### config.mk
export PLATFORM = sky130hd
export DESIGN_NAME = stage_exe_mc
export DESIGN_NICKNAME = d
export VERILOG_FILES = /design/src/rtl/stage_exe_mc.sv
export SDC_FILE = /design/constraint.sdc
export NUM_CORES = 1
export LEC_CHECK = 0
export ABC_AREA = 1
export CORE_UTILIZATION = 40
export CTS_CLUSTER_DIAMETER = 200
export DETAILED_ROUTE_END_ITERATION = 10
export HOLD_SLACK_MARGIN = 0.1
export PLACE_DENSITY = 0.6
export REMOVE_ABC_BUFFERS = 1
export SYNTH_ARGS = -nofsm -noshare
export SYNTH_HDL_FRONTEND = slang
export SYNTH_SLANG_ARGS = --single-unit
### constraint.sdc
create_clock -name clock -period 17.7 [get_ports clock]
set_input_delay 3.54 -clock clock [delete_from_list [all_inputs] [get_ports clock]]
set_output_delay 3.54 -clock clock [all_outputs]
set_load 0.005 [all_outputs]
### src/rtl/stage_exe_mc.sv
// Execute stage: single-cycle ALU with forwarding and branch-target generation, plus an
// iterative MUL/DIVU/REMU unit that holds the front end via busy until its result registers.
module stage_exe_mc #(
    parameter int unsigned WIDTH = 32,
    parameter int unsigned REG_W = 5
) (
    input  logic             clock,
    input  logic             reset,
    input  logic             stall,
    input  logic             isJumped,
    input  logic             nop_id,
    input  logic [WIDTH-1:0] data_a,
    input  logic [WIDTH-1:0] data_b,
    input  logic [WIDTH-1:0] data_imm,
    input  logic [WIDTH-1:0] npc,
    input  logic [3:0]       control_oper,
    input  logic             control_use_b,
    input  logic             control_Reg_DST,
    input  logic             control_mc,
    input  logic [1:0]       control_mc_op,
    input  logic [1:0]       for_a,
    input  logic [1:0]       for_b,
    input  logic [WIDTH-1:0] result_from_exe,
    input  logic [WIDTH-1:0] result_from_mem,
    input  logic             control_is_jump,
    input  logic             control_branch_eq,
    input  logic             control_branch_inc,
    input  logic [1:0]       wbi,
    input  logic             M,
    input  logic [REG_W-1:0] regaddr1,
    input  logic [REG_W-1:0] regaddr2,
    output logic             busy,
    output logic [WIDTH-1:0] out,
    output logic             zero,
    output logic [WIDTH-1:0] jump_address,
    output logic             is_jump_o,
    output logic             branch_eq_o,
    output logic             branch_inc_o,
    output logic [1:0]       wbi_o,
    output logic             M_o,
    output logic [REG_W-1:0] regaddr_o,
    output logic [REG_W-1:0] rt_id,
    output logic [WIDTH-1:0] data_b_o,
    output logic             nop
);

    localparam int unsigned CntW = (WIDTH > 1) ? $clog2(WIDTH) : 1;

    localparam logic [3:0] OpFunct = 4'd0, OpAdd = 4'd1, OpSub = 4'd2, OpAnd = 4'd3,
                           OpOr = 4'd4, OpXor = 4'd5, OpSlt = 4'd6, OpSltu = 4'd7,
                           OpLui = 4'd8, OpNor = 4'd9, OpSll = 4'd10, OpSrl = 4'd11;

    typedef enum logic [1:0] {StIdle, StRun, StDone} state_e;

    state_e state_q, state_d;
    logic [CntW-1:0] cnt_q, cnt_d;

    logic [WIDTH-1:0] fwd_a, fwd_b, alu_b, alu_res;
    logic [3:0]       op_eff;
    logic [4:0]       shamt;
    logic             mc_valid, ld_alu, ld_mc, accept;

    // Iterative unit: acc holds product or partial remainder, opa multiplier or quotient,
    // opb shifting multiplicand or fixed divisor.
    logic [WIDTH-1:0] acc_q, acc_d, opa_q, opa_d, opb_q, opb_d;
    logic [1:0]       mc_op_q;
    logic [1:0]       wbi_q;
    logic             m_q;
    logic [REG_W-1:0] dst_q, rt_q;
    logic [WIDTH-1:0] jaddr_q, b_q, mc_result;
    logic [WIDTH:0]   rem_sh, rem_diff;
    logic             rem_ge, is_div;

    logic [WIDTH-1:0] out_d, jaddr_d, data_b_d;
    logic             zero_d, is_jump_d, beq_d, binc_d, m_d, nop_d;
    logic [1:0]       wbi_d;
    logic [REG_W-1:0] regaddr_d, rt_d;

    always_comb begin
        fwd_a = (for_a == 2'b01) ? result_from_exe : (for_a == 2'b10) ? result_from_mem : data_a;
        fwd_b = (for_b == 2'b01) ? result_from_exe : (for_b == 2'b10) ? result_from_mem : data_b;
        alu_b = control_use_b ? data_imm : fwd_b;
        shamt = data_imm[10:6];
    end

    always_comb begin
        op_eff = control_oper;
        if (control_oper == OpFunct) begin
            case (data_imm[5:0])
                6'h20, 6'h21: op_eff = OpAdd;
                6'h22, 6'h23: op_eff = OpSub;
                6'h24:        op_eff = OpAnd;
                6'h25:        op_eff = OpOr;
                6'h26:        op_eff = OpXor;
                6'h27:        op_eff = OpNor;
                6'h2a:        op_eff = OpSlt;
                6'h2b:        op_eff = OpSltu;
                6'h00:        op_eff = OpSll;
                6'h02:        op_eff = OpSrl;
                default:      op_eff = OpAdd;
            endcase
        end
        case (op_eff)
            OpAdd:   alu_res = fwd_a + alu_b;
            OpSub:   alu_res = fwd_a - alu_b;
            OpAnd:   alu_res = fwd_a & alu_b;
            OpOr:    alu_res = fwd_a | alu_b;
            OpXor:   alu_res = fwd_a ^ alu_b;
            OpNor:   alu_res = ~(fwd_a | alu_b);
            OpSlt:   alu_res = {{(WIDTH-1){1'b0}}, $signed(fwd_a) < $signed(alu_b)};
            OpSltu:  alu_res = {{(WIDTH-1){1'b0}}, fwd_a < alu_b};
            OpLui:   alu_res = alu_b << 16;
            OpSll:   alu_res = alu_b << shamt;
            OpSrl:   alu_res = alu_b >> shamt;
            default: alu_res = '0;
        endcase
    end

    assign mc_valid = control_mc & ~nop_id;
    assign busy = reset & ((state_q == StRun) | ((state_q == StIdle) & mc_valid) |
                           ((state_q == StDone) & stall));

    always_comb begin
        state_d = state_q;
        cnt_d   = cnt_q;
        ld_alu  = 1'b0;
        ld_mc   = 1'b0;
        accept  = 1'b0;
        case (state_q)
            StIdle: begin
                if (mc_valid) begin
                    if (!stall && !isJumped) begin
                        accept  = 1'b1;
                        cnt_d   = '0;
                        state_d = StRun;
                    end
                end else if (!stall && !isJumped) begin
                    ld_alu = 1'b1;
                end
            end
            StRun: begin
                if (isJumped) begin
                    state_d = StIdle;
                end else begin
                    cnt_d = cnt_q + CntW'(1);
                    if (cnt_q == CntW'(WIDTH - 1)) state_d = StDone;
                end
            end
            StDone: begin
                if (isJumped) begin
                    state_d = StIdle;
                end else if (!stall) begin
                    ld_mc   = 1'b1;
                    state_d = StIdle;
                end
            end
            default: state_d = StIdle;
        endcase
    end

    // Restoring divide step: bit WIDTH of the difference is the borrow.
    always_comb begin
        is_div   = (mc_op_q == 2'b01) | (mc_op_q == 2'b10);
        rem_sh   = {acc_q, opa_q[WIDTH-1]};
        rem_diff = rem_sh - {1'b0, opb_q};
        rem_ge   = ~rem_diff[WIDTH];
        acc_d    = acc_q;
        opa_d    = opa_q;
        opb_d    = opb_q;
        if (accept) begin
            acc_d = '0;
            opa_d = fwd_a;
            opb_d = fwd_b;
        end else if (state_q == StRun) begin
            if (is_div) begin
                acc_d = rem_ge ? rem_diff[WIDTH-1:0] : rem_sh[WIDTH-1:0];
                opa_d = {opa_q[WIDTH-2:0], rem_ge};
            end else begin
                acc_d = opa_q[0] ? acc_q + opb_q : acc_q;
                opa_d = opa_q >> 1;
                opb_d = opb_q << 1;
            end
        end
        mc_result = (mc_op_q == 2'b01) ? opa_q : acc_q;
    end

    always_comb begin
        out_d     = '0;
        jaddr_d   = '0;
        is_jump_d = 1'b0;
        beq_d     = 1'b0;
        binc_d    = 1'b0;
        wbi_d     = '0;
        m_d       = 1'b0;
        regaddr_d = '0;
        rt_d      = '0;
        data_b_d  = '0;
        nop_d     = 1'b1;
        if (ld_alu) begin
            out_d     = alu_res;
            jaddr_d   = npc + data_imm;
            is_jump_d = control_is_jump;
            beq_d     = control_branch_eq;
            binc_d    = control_branch_inc;
            wbi_d     = wbi;
            m_d       = M;
            regaddr_d = control_Reg_DST ? regaddr1 : regaddr2;
            rt_d      = regaddr2;
            data_b_d  = fwd_b;
            nop_d     = nop_id;
        end else if (ld_mc) begin
            out_d     = mc_result;
            jaddr_d   = jaddr_q;
            wbi_d     = wbi_q;
            m_d       = m_q;
            regaddr_d = dst_q;
            rt_d      = rt_q;
            data_b_d  = b_q;
            nop_d     = 1'b0;
        end
        zero_d = (ld_alu | ld_mc) & (out_d == '0);
    end

    always_ff @(posedge clock) begin
        acc_q <= acc_d;
        opa_q <= opa_d;
        opb_q <= opb_d;
        if (accept) begin
            mc_op_q <= control_mc_op;
            wbi_q   <= wbi;
            m_q     <= M;
            dst_q   <= control_Reg_DST ? regaddr1 : regaddr2;
            rt_q    <= regaddr2;
            jaddr_q <= npc + data_imm;
            b_q     <= fwd_b;
        end
    end

    always_ff @(posedge clock) begin
        if (!reset) begin
            state_q      <= StIdle;
            cnt_q        <= '0;
            out          <= '0;
            zero         <= 1'b0;
            jump_address <= '0;
            is_jump_o    <= 1'b0;
            branch_eq_o  <= 1'b0;
            branch_inc_o <= 1'b0;
            wbi_o        <= '0;
            M_o          <= 1'b0;
            regaddr_o    <= '0;
            rt_id        <= '0;
            data_b_o     <= '0;
            nop          <= 1'b1;
        end else begin
            state_q      <= state_d;
            cnt_q        <= cnt_d;
            out          <= out_d;
            zero         <= zero_d;
            jump_address <= jaddr_d;
            is_jump_o    <= is_jump_d;
            branch_eq_o  <= beq_d;
            branch_inc_o <= binc_d;
            wbi_o        <= wbi_d;
            M_o          <= m_d;
            regaddr_o    <= regaddr_d;
            rt_id        <= rt_d;
            data_b_o     <= data_b_d;
            nop          <= nop_d;
        end
    end

endmodule

==> results.json, run 1 <==
{
  "regToRegSetupSlack_ns": 13.31,
  "cts_buffer_depth": 3,
  "final_cell_mix": "1010 x nand2_1, 641 x nand3_1, 475 x inv_1, 340 x nor2_1, 337 x clkdlybuf4s50_1",
  "clockPowerShare_pct": 30.6,
  "io_buffers": 340,
  "max_freq_mhz": 114,
  "p_leak_uw": 0.0153,
  "overflow": 0,
  "r2r_cells": 18,
  "hold_depth": 2,
  "hpwl_um": 99800,
  "fillCellCount": 7281,
  "rsz0062_at_grt": "false",
  "hold_viol_final": 0,
  "die_h_um": 266,
  "gp_congestion": 1.04,
  "async_flop_share_pct": 0,
  "dr.pass1.iters": 6,
  "maxCapViolations": 0,
  "crit_type": "in -> out",
  "fin_hold_ws_ns": 0.444,
  "finalNonFillerCells": 5525,
  "vias": 31300,
  "place_inst": 5450,
  "cp-end-kind": "output port",
  "synth_area_mm2": 0.0278,
  "wire_per_inst_um": 22.8,
  "wl_um": 126000,
  "setup_viol": 0,
  "drtIter0Drc": 3645,
  "io_pins": 341,
  "drc_errors": 0,
  "drtAntennaViolNets": 0,
  "grt_max_degree": 85,
  "status": "finished clean",
  "grt_pass1_wl_um": 183000,
  "yosys_register_bits": 296,
  "seq_power_share_pct": 28.8,
  "cp_cell_sequence": "clkdlybuf4s50_1 -> inv_1 -> buf_4 -> nor2_1 -> clkdlybuf4s50_1",
  "start_kind": "input pin",
  "combPwrFrac_pct": 40.6,
  "p_sw_share_pct": 40.5,
  "cts_tree": "built",
  "final_common_cell": "nand2_1",
  "die-area_mm2": 0.0705,
  "worst_pin_slew_ns": 1.04,
  "hold_buffers": 0,
  "final_nets": 4990,
  "worstHoldPathType": "reg -> reg",
  "layout_min_cycle_time_ns": 8.74,
  "layout-drive-gt1-share_pct": 4.45,
  "cts-root-buf": "clkbuf_16",
  "syn_to_final_growth_pct": 20.2,
  "postCtsSetupBuffers": 0,
  "worstSkewPairLatency_ns": 0.58,
  "synth_edf_count": 143,
  "required_ns": 14.16,
  "start_util_pct": 40.4,
  "clock_sinks": 296,
  "ctsResizeCount": 0,
  "synthDistinctLibCells": 53,
  "synth_ff_type": "dfxtp_1",
  "intPower_uw": 1660,
  "power_density_mw_per_mm2": 83.4,
  "via_per_inst": 5.67,
  "numCtsBuffers": 38,
  "crit_path_top_delay_cell": "clkdlybuf4s50_1",
  "grt_util_all_layers_pct": 34.6,
  "finalCritPeriodShare_pct": 49.4,
  "critical_path.max_stage_delay_ns": 0.58,
  "antenna_found_initial": 6,
  "avgSynthCellArea_um2": 6.43,
  "slew_headroom_pct": 30.2,
  "clock_skew_ns": 0.0392,
  "path_clk_slew_ns": 0.06,
  "seq_area_frac_synth_pct": 26.5,
  "p_switching_uw": 1130,
  "cts_htree_levels": 2,
  "cp_common_cell": "clkdlybuf4s50_1",
  "ir_drop_uv": 56.8,
  "worstPathMaxFanout": 39,
  "fp.dieW_um": 266,
  "drv_slew": 0,
  "postSynthCellCount": 4321,
  "coreArea_mm2": 0.0687,
  "first_global_vias": 28700,
  "fin_tns_setup_ns": 0,
  "yosysWarnings": 0,
  "row_count": 96,
  "cp.arrival_ns": 5.20
}
==> cells in the mapped netlist (9+ instances only) <==
library cell  count  area [µm²]
inv_2            16        60.1
o21ai_1          36         180
clkbuf_1        128         480
a22o_1           16         140
a21oi_1         279        1400
a21boi_0          9        67.6
o21ai_0         309        1550
xor2_1           48         420
nor4_1            9        56.3
xnor2_1          36         315
or2_1            28         175
dfxtp_1         153        3060
o211ai_1         76         571
nor2_1          347        1300
nor3_1           34         170
nand3_1         641        3210
buf_1            23        86.3
a31oi_1          44         275
buf_2            43         215
or2_2             9        56.3
a211oi_1         27         203
nand3_2          13         130
nand4_1          46         288
a21o_1           13        97.6
ha_1            200        2500
inv_1           476        1790
o21bai_1         16         120
edfxtp_1        143        4290
nand2_1        1012        3800
==> worst max-delay path: cells and delay by family <==
family / cells / cell delay, ns
simple gates: 1 / 0.20
buf+inv: 4 / 1.44
==> stage by stage <==
| step | power [µW] | utilization, % | setup slack [ns] | area [µm²] |
|---|---|---|---|---|
| finish | 2780 | 48.6 | 8.96 | 33400 |
| detailed placement | 1910 | 46.6 | 8.77 | 32000 |
| CTS | 2760 | 48.6 | 8.98 | 33400 |
| global route | 2930 | 48.6 | 8.71 | 33400 |
| global placement | 1910 | 46.6 | 8.78 | 32000 |
| floorplan | 1510 | - | 4.13 | 26900 |
==> layout make-up <==
cell class / instances / area, µm² / share of cell area (%)
diodes: 6 / 15.0 / 0.0450
clock buffers: 47 / 1030 / 3.10
clock inverters: 22 / 345 / 1.03
inverters: 501 / 1890 / 5.65
multi-input cells: 3318 / 17700 / 53.0
flip-flops and latches: 296 / 7360 / 22.0
well taps: 931 / 1160 / 3.49
repair buffers: 404 / 3870 / 11.6
==> cells by family after synthesis <==
group           after synthesis  share of synthesized area (%)
fa+ha+maj                   205                           9.37
compound gates              864                           17.7
simple gates               2164                           33.8
buf+inv                     707                           10.0
xor+xnor                     84                           2.65
mux                           1                         0.0360
flops                       296                           26.5
==> sequential cells by signal (all words and copies together), names as in the netlist, 32 cells and up <==
signal,count
acc_q,32
b_q,32
data_b_o,32
jaddr_q,32
jump_address,32
opa_q,32
opb_q,32
out,32
==> power by group through the flow <==
stage               sequential [µW]  combinational, µW  clock (µW)
floorplan                       799                715           0
global placement                814               1090           0
detailed placement              814               1090           0
CTS                             800               1100         863
global route                    805               1230         889
finish                          802               1130         852
==> path summary, 6_finish.rpt <==
| kind | start | endpoint |
|---|---|---|
| max | reset | busy |
| min | jaddr_q[25] | jump_address[25] |
| max reg2reg | opa_q[31] | acc_q[0] |
| min reg2reg | jaddr_q[25] | jump_address[25] |
==> per-layer routing <==
metal	vias up	share of wire (%)	track usage, %
li1	15000	-	-
met1	14700	43	47.6
met2	1404	44	54.6
met3	203	7.9	4.05
met4	0	4.4	14.2
met5	-	0	0
(Power assumes the default switching activity.)
==> run 2, diff against run 1 <==
Clock period 17.7 ns to 8.3 ns, I/O delays scaled along.
==> run 2 against run 1 <==
Clock skew is 0.014 ns lower. First-iteration DRC count grew 3.5%. Final area fell by 0.30%. Global-route usage is 1.5 points higher. Total power rose by 110%. Combinational power grew 120%. Register-to-register slack got worse by 9.4 ns. Sequential share of layout area rose by 0.067 points. Sequential power rose by 110%.
==> results.json, run 2 (synthesized netlist as in run 1, its figures left out) <==
{
  "status": "finished clean",
  "cts_tree": "built",
  "clock_skew_ns": 0.0248,
  "grt_util_all_layers_pct": 36.1,
  "final_common_cell": "nand2_1",
  "rsz0062_at_grt": "false",
  "final_cell_mix": "1010 x nand2_1, 641 x nand3_1, 475 x inv_1, 340 x nor2_1, 337 x clkdlybuf4s50_1",
  "p_leak_uw": 0.0153,
  "cp.arrival_ns": 7.41,
  "fin_tns_setup_ns": 0,
  "wire_per_inst_um": 23.8,
  "ctsResizeCount": 0,
  "numCtsBuffers": 38,
  "power_density_mw_per_mm2": 175,
  "maxCapViolations": 0,
  "die-area_mm2": 0.0705,
  "worst_pin_slew_ns": 1.11,
  "drtAntennaViolNets": 0,
  "cts-root-buf": "clkbuf_16",
  "dp_slack_ns": 1.06,
  "first_global_vias": 28800,
  "antenna_found_initial": 7,
  "hold_viol_final": 0,
  "hpwl_um": 105000,
  "setup_slack_ns": 1.39,
  "dr.pass1.iters": 8,
  "slew_headroom_pct": 26.1,
  "finalCritPeriodShare_pct": 83.2,
  "ir_drop_uv": 147,
  "cts_buffer_depth": 3,
  "via_per_inst": 5.72,
  "worstPathMaxFanout": 26,
  "layout_min_cycle_time_ns": 6.91,
  "grt_pass1_wl_um": 189000,
  "die_h_um": 266,
  "path_clk_slew_ns": 0.05,
  "layout-drive-gt1-share_pct": 4.48,
  "io_buffers": 340,
  "drv_slew": 0,
  "gp_congestion": 1.05,
  "cp-end-kind": "flip-flop",
  "wl_um": 132000,
  "cts_htree_levels": 2,
  "drc_errors": 0,
  "postCtsSetupBuffers": 0,
  "setup_viol": 0,
  "clock_sinks": 296,
  "start_kind": "input pin",
  "drtIter0Drc": 3771,
  "grt_max_degree": 91,
  "io_pins": 341,
  "row_count": 96,
  "fp.dieW_um": 266,
  "finalNonFillerCells": 5530,
  "coreArea_mm2": 0.0687,
  "utilization_pct": 48.4,
  "place_inst": 5455,
  "required_ns": 8.80,
  "overflow": 0,
  "final_nets": 4995,
  "vias": 31600,
  "hold_buffers": 0,
  "crit_type": "in -> reg",
  "place_area_mm2": 0.0320,
  "start_util_pct": 40.4,
  "max_freq_mhz": 145,
  "worstSkewPairLatency_ns": 0.58,
  "fin_area_mm2": 0.0333,
  "syn_to_final_growth_pct": 19.8,
  "worstHoldPathType": "reg -> reg"
}
## run 2: layout make-up
class / count / area [µm²]
fill: 7241 / 35400
clock buffer: 46 / 991
multi-input combinational: 3318 / 17700
inverter: 501 / 1890
clock inverter: 24 / 253
tap: 931 / 1160
sequential: 296 / 7360
timing repair buffer: 409 / 3910
antenna: 5 / 12.5
## run 2: stage by stage
stage / hold slack [ns] / total power [µW]
global placement: 0.426 / 4100
finish: 0.444 / 5820
detailed placement: 0.432 / 4100
CTS: 0.441 / 5770
floorplan: 0.422 / 3230
global route: 0.461 / 6110
## run 2: worst max-delay path, stage by stage
cell	delay, ns
clkdlybuf4s50_1	0.59
buf_4	0.36
nand2_2	0.46
nand2_1	0.18
nand3_1	0.10
nand3_1	0.19
nand2_1	0.19
ha_1	0.51
nand2_1	0.16
inv_1	0.10
nand3_1	0.12
nor3_1	0.61
nand2_1	0.15
nand2_1	0.18
nand2_1	0.07
nand4_1	0.09
nand3_1	0.12
nor3_1	0.26
nand3_1	0.21
a21oi_1	0.30
nand2_1	0.10
nor2_1	0.17
nand2_1	0.15
nor2_1	0.15
nand3_1	0.09
nor2_1	0.09
## run 2: path summary, 6_finish.rpt
| check | startpoint | to | cells past startpoint | slack [ns] |
|---|---|---|---|---|
| max | for_b[1] | zero | 26 | 1.39 |
| min | jaddr_q[27] | jump_address[27] | 2 | 0.44 |
| max reg2reg | opa_q[31] | acc_q[0] | 18 | 3.92 |
| min reg2reg | jaddr_q[27] | jump_address[27] | 2 | 0.44 |
## run 2: power breakdown
group / internal (µW) / switching [µW] / total (µW)
Combinational: 818 / 1620 / 2440
Clock: 958 / 711 / 1670
Sequential: 1620 / 87.1 / 1710
## run 2: metal layers
layer,routed length (µm),up-vias,track usage [%],part of all wire (%)
met3,10200,227,3.85,7.8
met5,11,-,0,0.0084
met1,57400,14900,50.5,44
met4,6170,2,15.4,4.7
li1,-,15000,-,-
met2,57800,1478,56.1,44
